<file path="config.mk">
export PLATFORM = sky130hd
export DESIGN_NAME = calc_operand_entry
export DESIGN_NICKNAME = d
export VERILOG_FILES = /design/src/rtl/calc_pkg.sv /design/src/rtl/button_conditioner.sv /design/src/rtl/calc_operand_entry.sv
export SDC_FILE = /design/constraint.sdc
export NUM_CORES = 1
export LEC_CHECK = 0
export ABC_AREA = 1
export CAP_MARGIN = 25
export CORE_UTILIZATION = 59
export DETAILED_ROUTE_END_ITERATION = 7
export DONT_BUFFER_PORTS = 1
export PLACE_DENSITY = 0.79
export SLEW_MARGIN = 20
export SYNTH_ARGS = -nofsm -noshare
export SYNTH_HDL_FRONTEND = slang
export SYNTH_SLANG_ARGS = --single-unit
</file>
<file path="constraint.sdc">
create_clock -name clk -period 1.4 [get_ports clk]
set_clock_uncertainty 0.2 [all_clocks]
set_input_delay 0.07 -clock clk [delete_from_list [all_inputs] [get_ports clk]]
set_output_delay 0.07 -clock clk [all_outputs]
set_load 0.005 [all_outputs]
</file>
<file path="src/rtl/calc_pkg.sv">
// -----------------------------------------------------------------------------
// calc_pkg
// Shared definitions for the two-operand 4-bit calculator front end:
//   - entry_state_t : operand-entry FSM states (3-bit, encodings fixed because
//                     they are shown directly on the state LEDs)
//   - OP_ADD/OP_SUB : encodings of the op_selected line driven to the ALU
//   - DEFAULT_*     : default parameter values for the entry controller
// -----------------------------------------------------------------------------
package calc_pkg;

    typedef enum logic [2:0] {
        ENTER_A  = 3'd0,
        ENTER_OP = 3'd1,
        ENTER_B  = 3'd2,
        WAIT_ALU = 3'd3,
        SHOW     = 3'd4
    } entry_state_t;

    localparam logic OP_ADD = 1'b0;
    localparam logic OP_SUB = 1'b1;

    localparam int DEFAULT_WIDTH           = 4;
    localparam int DEFAULT_DEBOUNCE_CYCLES = 16;

endpackage : calc_pkg

</file>
<file path="src/rtl/button_conditioner.sv">
// -----------------------------------------------------------------------------
// button_conditioner
// Turns one raw, bouncy, asynchronous push-button into a single-cycle press
// pulse in the clk domain.
//   clk      : system clock, rising edge
//   clear_n  : asynchronous active-low reset
//   btn      : raw button level, active-high, asynchronous to clk
//   press    : one-cycle pulse per accepted 0->1 transition of the button
//
// Pipeline: two-flop synchronizer -> debounce counter -> registered rise
// detector. For a clean edge the pulse appears 2 + DEBOUNCE_CYCLES + 1 clock
// edges after the raw transition. Releases are debounced the same way but do
// not generate a pulse.
// -----------------------------------------------------------------------------
module button_conditioner
    import calc_pkg::*;
#(
    parameter int DEBOUNCE_CYCLES = DEFAULT_DEBOUNCE_CYCLES
) (
    input  logic clk,
    input  logic clear_n,
    input  logic btn,
    output logic press
);

    // The counter only has to count up to DEBOUNCE_CYCLES-1: the sample that
    // would make it reach DEBOUNCE_CYCLES flips the level instead.
    localparam int CNT_W = (DEBOUNCE_CYCLES > 2) ? $clog2(DEBOUNCE_CYCLES) : 1;
    localparam logic [CNT_W-1:0] CNT_LAST = CNT_W'(DEBOUNCE_CYCLES - 1);

    logic             sync_meta;
    logic             sync_out;
    logic             level;
    logic             level_prev;
    logic [CNT_W-1:0] cnt;

    // NOTE: every register here is updated with <= so that all flops sample
    // the values from before the edge; blocking assignments would let sync_out
    // see the new sync_meta in the same edge and collapse the synchronizer.
    always_ff @(posedge clk or negedge clear_n) begin
        if (!clear_n) begin
            sync_meta  <= 1'b0;
            sync_out   <= 1'b0;
            level      <= 1'b0;
            level_prev <= 1'b0;
            cnt        <= '0;
            press      <= 1'b0;
        end else begin
            sync_meta  <= btn;
            sync_out   <= sync_meta;
            level_prev <= level;
            press      <= level & ~level_prev;

            if (sync_out == level) begin
                // Any sample agreeing with the accepted level restarts the
                // stability window, which is what rejects bounce.
                cnt <= '0;
            end else if (cnt == CNT_LAST) begin
                level <= sync_out;
                cnt   <= '0;
            end else begin
                cnt <= cnt + 1'b1;
            end
        end
    end

endmodule : button_conditioner

</file>
<file path="src/rtl/calc_operand_entry.sv">
// -----------------------------------------------------------------------------
// calc_operand_entry
// Operand-entry controller for the two-operand calculator. Conditions the
// three push-buttons and walks the user through A, op, B, then holds the
// operands steady for the registered add/subtract ALU downstream.
//   clk          : system clock, rising edge
//   clear_n      : asynchronous active-low reset
//   sw_value     : operand switches, sampled only on accepted enter presses
//   btn_enter    : raw enter button (active-high, asynchronous)
//   btn_op       : raw add/subtract toggle button (active-high, asynchronous)
//   btn_reset    : raw user-clear button (active-high, asynchronous)
//   num1, num2   : operands A and B to the ALU
//   op_selected  : 0 = add, 1 = subtract
//   alu_clear    : registered one-cycle clear pulse to the ALU
//   result_ready : ALU output corresponds to the current operands
//   state_out    : current FSM state encoding for the LEDs
// -----------------------------------------------------------------------------
module calc_operand_entry
    import calc_pkg::*;
#(
    parameter int WIDTH           = DEFAULT_WIDTH,
    parameter int DEBOUNCE_CYCLES = DEFAULT_DEBOUNCE_CYCLES
) (
    input  logic             clk,
    input  logic             clear_n,
    input  logic [WIDTH-1:0] sw_value,
    input  logic             btn_enter,
    input  logic             btn_op,
    input  logic             btn_reset,
    output logic [WIDTH-1:0] num1,
    output logic [WIDTH-1:0] num2,
    output logic             op_selected,
    output logic             alu_clear,
    output logic             result_ready,
    output logic [2:0]       state_out
);

    logic enter_press;
    logic op_press;
    logic reset_press;

    button_conditioner #(.DEBOUNCE_CYCLES(DEBOUNCE_CYCLES)) u_enter (
        .clk     (clk),
        .clear_n (clear_n),
        .btn     (btn_enter),
        .press   (enter_press)
    );

    button_conditioner #(.DEBOUNCE_CYCLES(DEBOUNCE_CYCLES)) u_op (
        .clk     (clk),
        .clear_n (clear_n),
        .btn     (btn_op),
        .press   (op_press)
    );

    button_conditioner #(.DEBOUNCE_CYCLES(DEBOUNCE_CYCLES)) u_reset (
        .clk     (clk),
        .clear_n (clear_n),
        .btn     (btn_reset),
        .press   (reset_press)
    );

    entry_state_t     state_q, state_d;
    logic [WIDTH-1:0] num1_q, num1_d;
    logic [WIDTH-1:0] num2_q, num2_d;
    logic             op_q, op_d;
    logic             ready_q, ready_d;
    logic             clear_q, clear_d;

    always_ff @(posedge clk or negedge clear_n) begin
        if (!clear_n) begin
            state_q <= ENTER_A;
            num1_q  <= '0;
            num2_q  <= '0;
            op_q    <= OP_ADD;
            ready_q <= 1'b0;
            clear_q <= 1'b0;
        end else begin
            state_q <= state_d;
            num1_q  <= num1_d;
            num2_q  <= num2_d;
            op_q    <= op_d;
            ready_q <= ready_d;
            clear_q <= clear_d;
        end
    end

    // Priority is reset > enter > op. Presses that the current state does not
    // consume are simply dropped; nothing is queued.
    always_comb begin
        // NOTE: every signal written below gets a hold value first, so paths
        // that do not assign it keep the register value instead of inferring
        // a latch.
        state_d = state_q;
        num1_d  = num1_q;
        num2_d  = num2_q;
        op_d    = op_q;
        ready_d = ready_q;
        clear_d = 1'b0;

        if (reset_press) begin
            state_d = ENTER_A;
            num1_d  = '0;
            num2_d  = '0;
            op_d    = OP_ADD;
            ready_d = 1'b0;
            clear_d = 1'b1;
        end else begin
            unique case (state_q)
                ENTER_A: begin
                    if (enter_press) begin
                        num1_d  = sw_value;
                        state_d = ENTER_OP;
                    end
                end
                ENTER_OP: begin
                    // Enter wins over a simultaneous toggle.
                    if (enter_press) begin
                        state_d = ENTER_B;
                    end else if (op_press) begin
                        op_d = ~op_q;
                    end
                end
                ENTER_B: begin
                    if (enter_press) begin
                        num2_d  = sw_value;
                        state_d = WAIT_ALU;
                    end
                end
                WAIT_ALU: begin
                    // One cycle for the ALU to register the new operands, so
                    // result_ready rises together with a valid ALU output.
                    state_d = SHOW;
                    ready_d = 1'b1;
                end
                SHOW: begin
                    if (enter_press) begin
                        state_d = ENTER_A;
                        ready_d = 1'b0;
                        op_d    = OP_ADD;
                    end
                end
                default: begin
                    state_d = ENTER_A;
                end
            endcase
        end
    end

    assign num1         = num1_q;
    assign num2         = num2_q;
    assign op_selected  = op_q;
    assign result_ready = ready_q;
    assign alu_clear    = clear_q;
    assign state_out    = state_q;

endmodule : calc_operand_entry

</file>
==> flow_summary_export.csv <==
group,metric,value,unit
min_path,worstHoldStart,"btn_reset",
grt,grt_pass1_wl,4.75,mm
synthesis,yosysWarningCount,0,
timing,finalCritPeriodShare,103,%
place,placedCellCount,199,
die,rows,18,
min_path,hold_depth,1,
timing,layout_setup_ws,-0.0404,ns
drt,viasPerCell,5.46,
synthesis,syn_nets,177,
timing,holdWs,0.0766,ns
synthesis,yosysSeqAreaShare,61.9,%
finish,fin_cells,221,
die,ios,23,
cts,h-tree-depth,2,
drt,drc_errors,0,
synthesis,synth_adder_area_share,2.27,%
die,initial_core_util,64.5,%
min_path,worstHoldPathType,"in -> reg",
die,core-area,2570,µm²
min_path,hold_end,"u_reset.sync_meta",
grt,antenna_found_initial,0,
drt,drt_wl_total,3.24,mm
finish,antenna_cells,0,
place,placed_area,1720,µm²
finish,drive_gt1_share,17.3,%
timing,hold_violations,0,
critical_path,worstPathArrival,1.51,ns
synthesis,synth-simple-area-share,17.2,%
finish,fillers,157,
cts,clkSinkCount,41,
cts,root_buffer,"clkbuf_4",
synthesis,synth_cell_types,21,
synthesis,ys_ff_latch,41,
critical_path,r2r-start,"state_out[2]",
critical_path,reg2reg_depth,6,
timing,fmax,694,MHz
grt,grt_overflow_total,0,
critical_path,r2r_end,"state_out[1]",
cts,numCtsBuffers,5,
die,die_x,55.0,µm
finish,fin_area,1950,µm²
run_status,violations,"negative setup slack",
drt,drtPass1Iterations,4,
synthesis,synth_top_family_by_area,"simple AND/OR/NAND/NOR gates",
timing,period_needed,1.44,ns
place,place_congestion,0.718,
synthesis,synth_cells,165,
pwr,powerDensity,1040,nW/µm²
cts,path_clk_slew,0.11,ns
timing,drv_slew,0,
pwr,leakagePower,0.000982,µW
drt,vias,1206,
grt,grtUsageTotal,24.0,%
critical_path,critPathRequiredTime,1.47,ns
cts,cts.path.max_buffers,2,
run,max-cap-violations,0,
timing,setup_violations,5,
timing,relSlewSlack,82.9,%
critical_path,worstSetupPathType,"reg -> reg",
drt,drt_iter0_drc,23,
critical_path,end_kind,"register",
cts,clock_latency,0.35,ns
synthesis,synth-compound-area-share,7.70,%
critical_path,crit_path_start_kind,"register",
drt,antenna_left,0,
cts,cts_tree,"done",
timing,tightest_slew,0.254,ns
drt,wl_per_cell,14.7,µm
place,post-dp-hpwl,2.06,mm
synthesis,yosys.area_share.xor_xnor,4.76,%
grt,grt_max_degree,42,
place,port_buffers,0,
run_status,status,"finished, violations left",
synthesis,synth_mux_area_share,0,%
die,dieArea,3020,µm²
finish,final_nets,203,
timing,grt_setup_unrepaired,"true",
finish,syn_to_final_growth,18.0,%
critical_path,cp_max_fo,6,
timing,setup_tns,-0.110,ns
synthesis,netlist_area,1660,µm²
grt,grt_pass1_vias,1136,
synthesis,avgSynthCellArea,10.0,µm²
critical_path,r2r_slack,-0.04,ns
die,die-height,55.0,µm
pwr,vdd_ir_drop_max,0.00105,V
report_power, final:
part | internal (µW) | switching, µW
logic | 71.8 | 85.3
clock network | 237 | 348
registers | 1240 | 46.4
total | 1550 | 480
worst max path at each step:
stage | to | startpoint | cells after the start | slack, ns
finish | state_out[1] | state_out[2] | 6 | -0.04
CTS | op_selected | state_out[2] | 6 | 0.009
floorplan | op_selected | u_reset.press | 7 | 0.1
detailed placement | num1[1] | state_out[0] | 4 | 0.004
global placement | op_selected | state_out[1] | 6 | 0.06
global route | state_out[1] | state_out[2] | 6 | -0.1
routing by layer:
layer  GRT usage [%]  vias to the layer above  share of wire (%)  wire (µm)
met3            6.56                        8                4.8        157
li1                -                      565                  -          -
met4            15.0                        0                2.3         76
met1            24.6                      583                 41       1330
met2            43.0                       50                 52       1680
met5               0                        -                  0          0
cells in the mapped netlist, drive strengths merged:
cell type / instances / area (µm²)
a21oi: 7 / 35.0
nand2: 28 / 108
nand2b: 1 / 6.26
nand3: 11 / 55.1
buf: 2 / 18.8
o22ai: 1 / 6.26
a31oi: 2 / 27.5
nor2: 29 / 116
ha: 3 / 37.5
xor2: 3 / 26.3
o21ai: 8 / 51.3
o31ai: 1 / 7.51
xnor2: 6 / 52.6
dfrtp: 41 / 1030
inv: 22 / 82.6
final cells by class:
type | count | area [µm²] | area share [%]
clock buffer | 7 | 55.1 | 2.82
inverter | 22 | 82.6 | 4.23
multi-input combinational | 100 | 554 | 28.4
sequential | 41 | 1030 | 52.8
tap | 30 | 37.5 | 1.92
timing repair buffer | 21 | 193 | 9.86
registers in the layout, indices dropped and copies added (netlist names), 3 cells and up:
name         count
u_reset.cnt      4
num1             4
u_enter.cnt      4
num2             4
state_out        3
u_op.cnt         4
cells in the final DEF, fill, tap and decap left out, types with 3 or more instances in the layout:
cell / Yosys / final
ha_1: 3 / 3
clkbuf_4: 0 / 5
xor2_1: 3 / 3
dlygate4sd3_1: 0 / 9
nor2_1: 28 / 26
inv_1: 22 / 21
o21ai_0: 6 / 3
a21oi_1: 7 / 7
nand2_1: 27 / 25
dfrtp_1: 41 / 36
o21ai_1: 1 / 4
buf_4: 1 / 11
xnor2_1: 6 / 6
dfrtp_2: 0 / 5
nand3_1: 11 / 10
worst max-delay path, cell delays in order (launching register included):
cell     delay, ns
dfrtp_2       0.48
nor2_4        0.17
buf_4         0.15
nand2_1       0.08
a21oi_1       0.15
nand2_1       0.07
o21ai_0       0.07
through the flow:
stage | worst slack (ns) | util, % | total power (µW)
after floorplan | 0.0985 | - | 1370
after global placement | 0.0618 | 67.0 | 1390
after detailed placement | 0.00368 | 67.0 | 1410
after CTS | 0.00930 | 73.5 | 2040
after global routing | -0.0975 | 76.1 | 2110
final | -0.0404 | 76.1 | 2030
cells by family after synthesis:
| family | after synthesis |
|---|---|
| compound gates | 19 |
| xor+xnor | 9 |
| fa+ha+maj | 3 |
| buf+inv | 24 |
| flops | 41 |
| simple gates | 69 |
timing repair:
action | in CTS | in global routing
endpoints found under the setup margin | 2 | 9
pin swaps | 0 | 5
resized for setup | 1 | 15
endpoints found under the hold margin | 52 | 0
hold buffers | 10 | 0
setup buffers | 0 | 5
No activity file was read; power rests on OpenSTA's default activity.
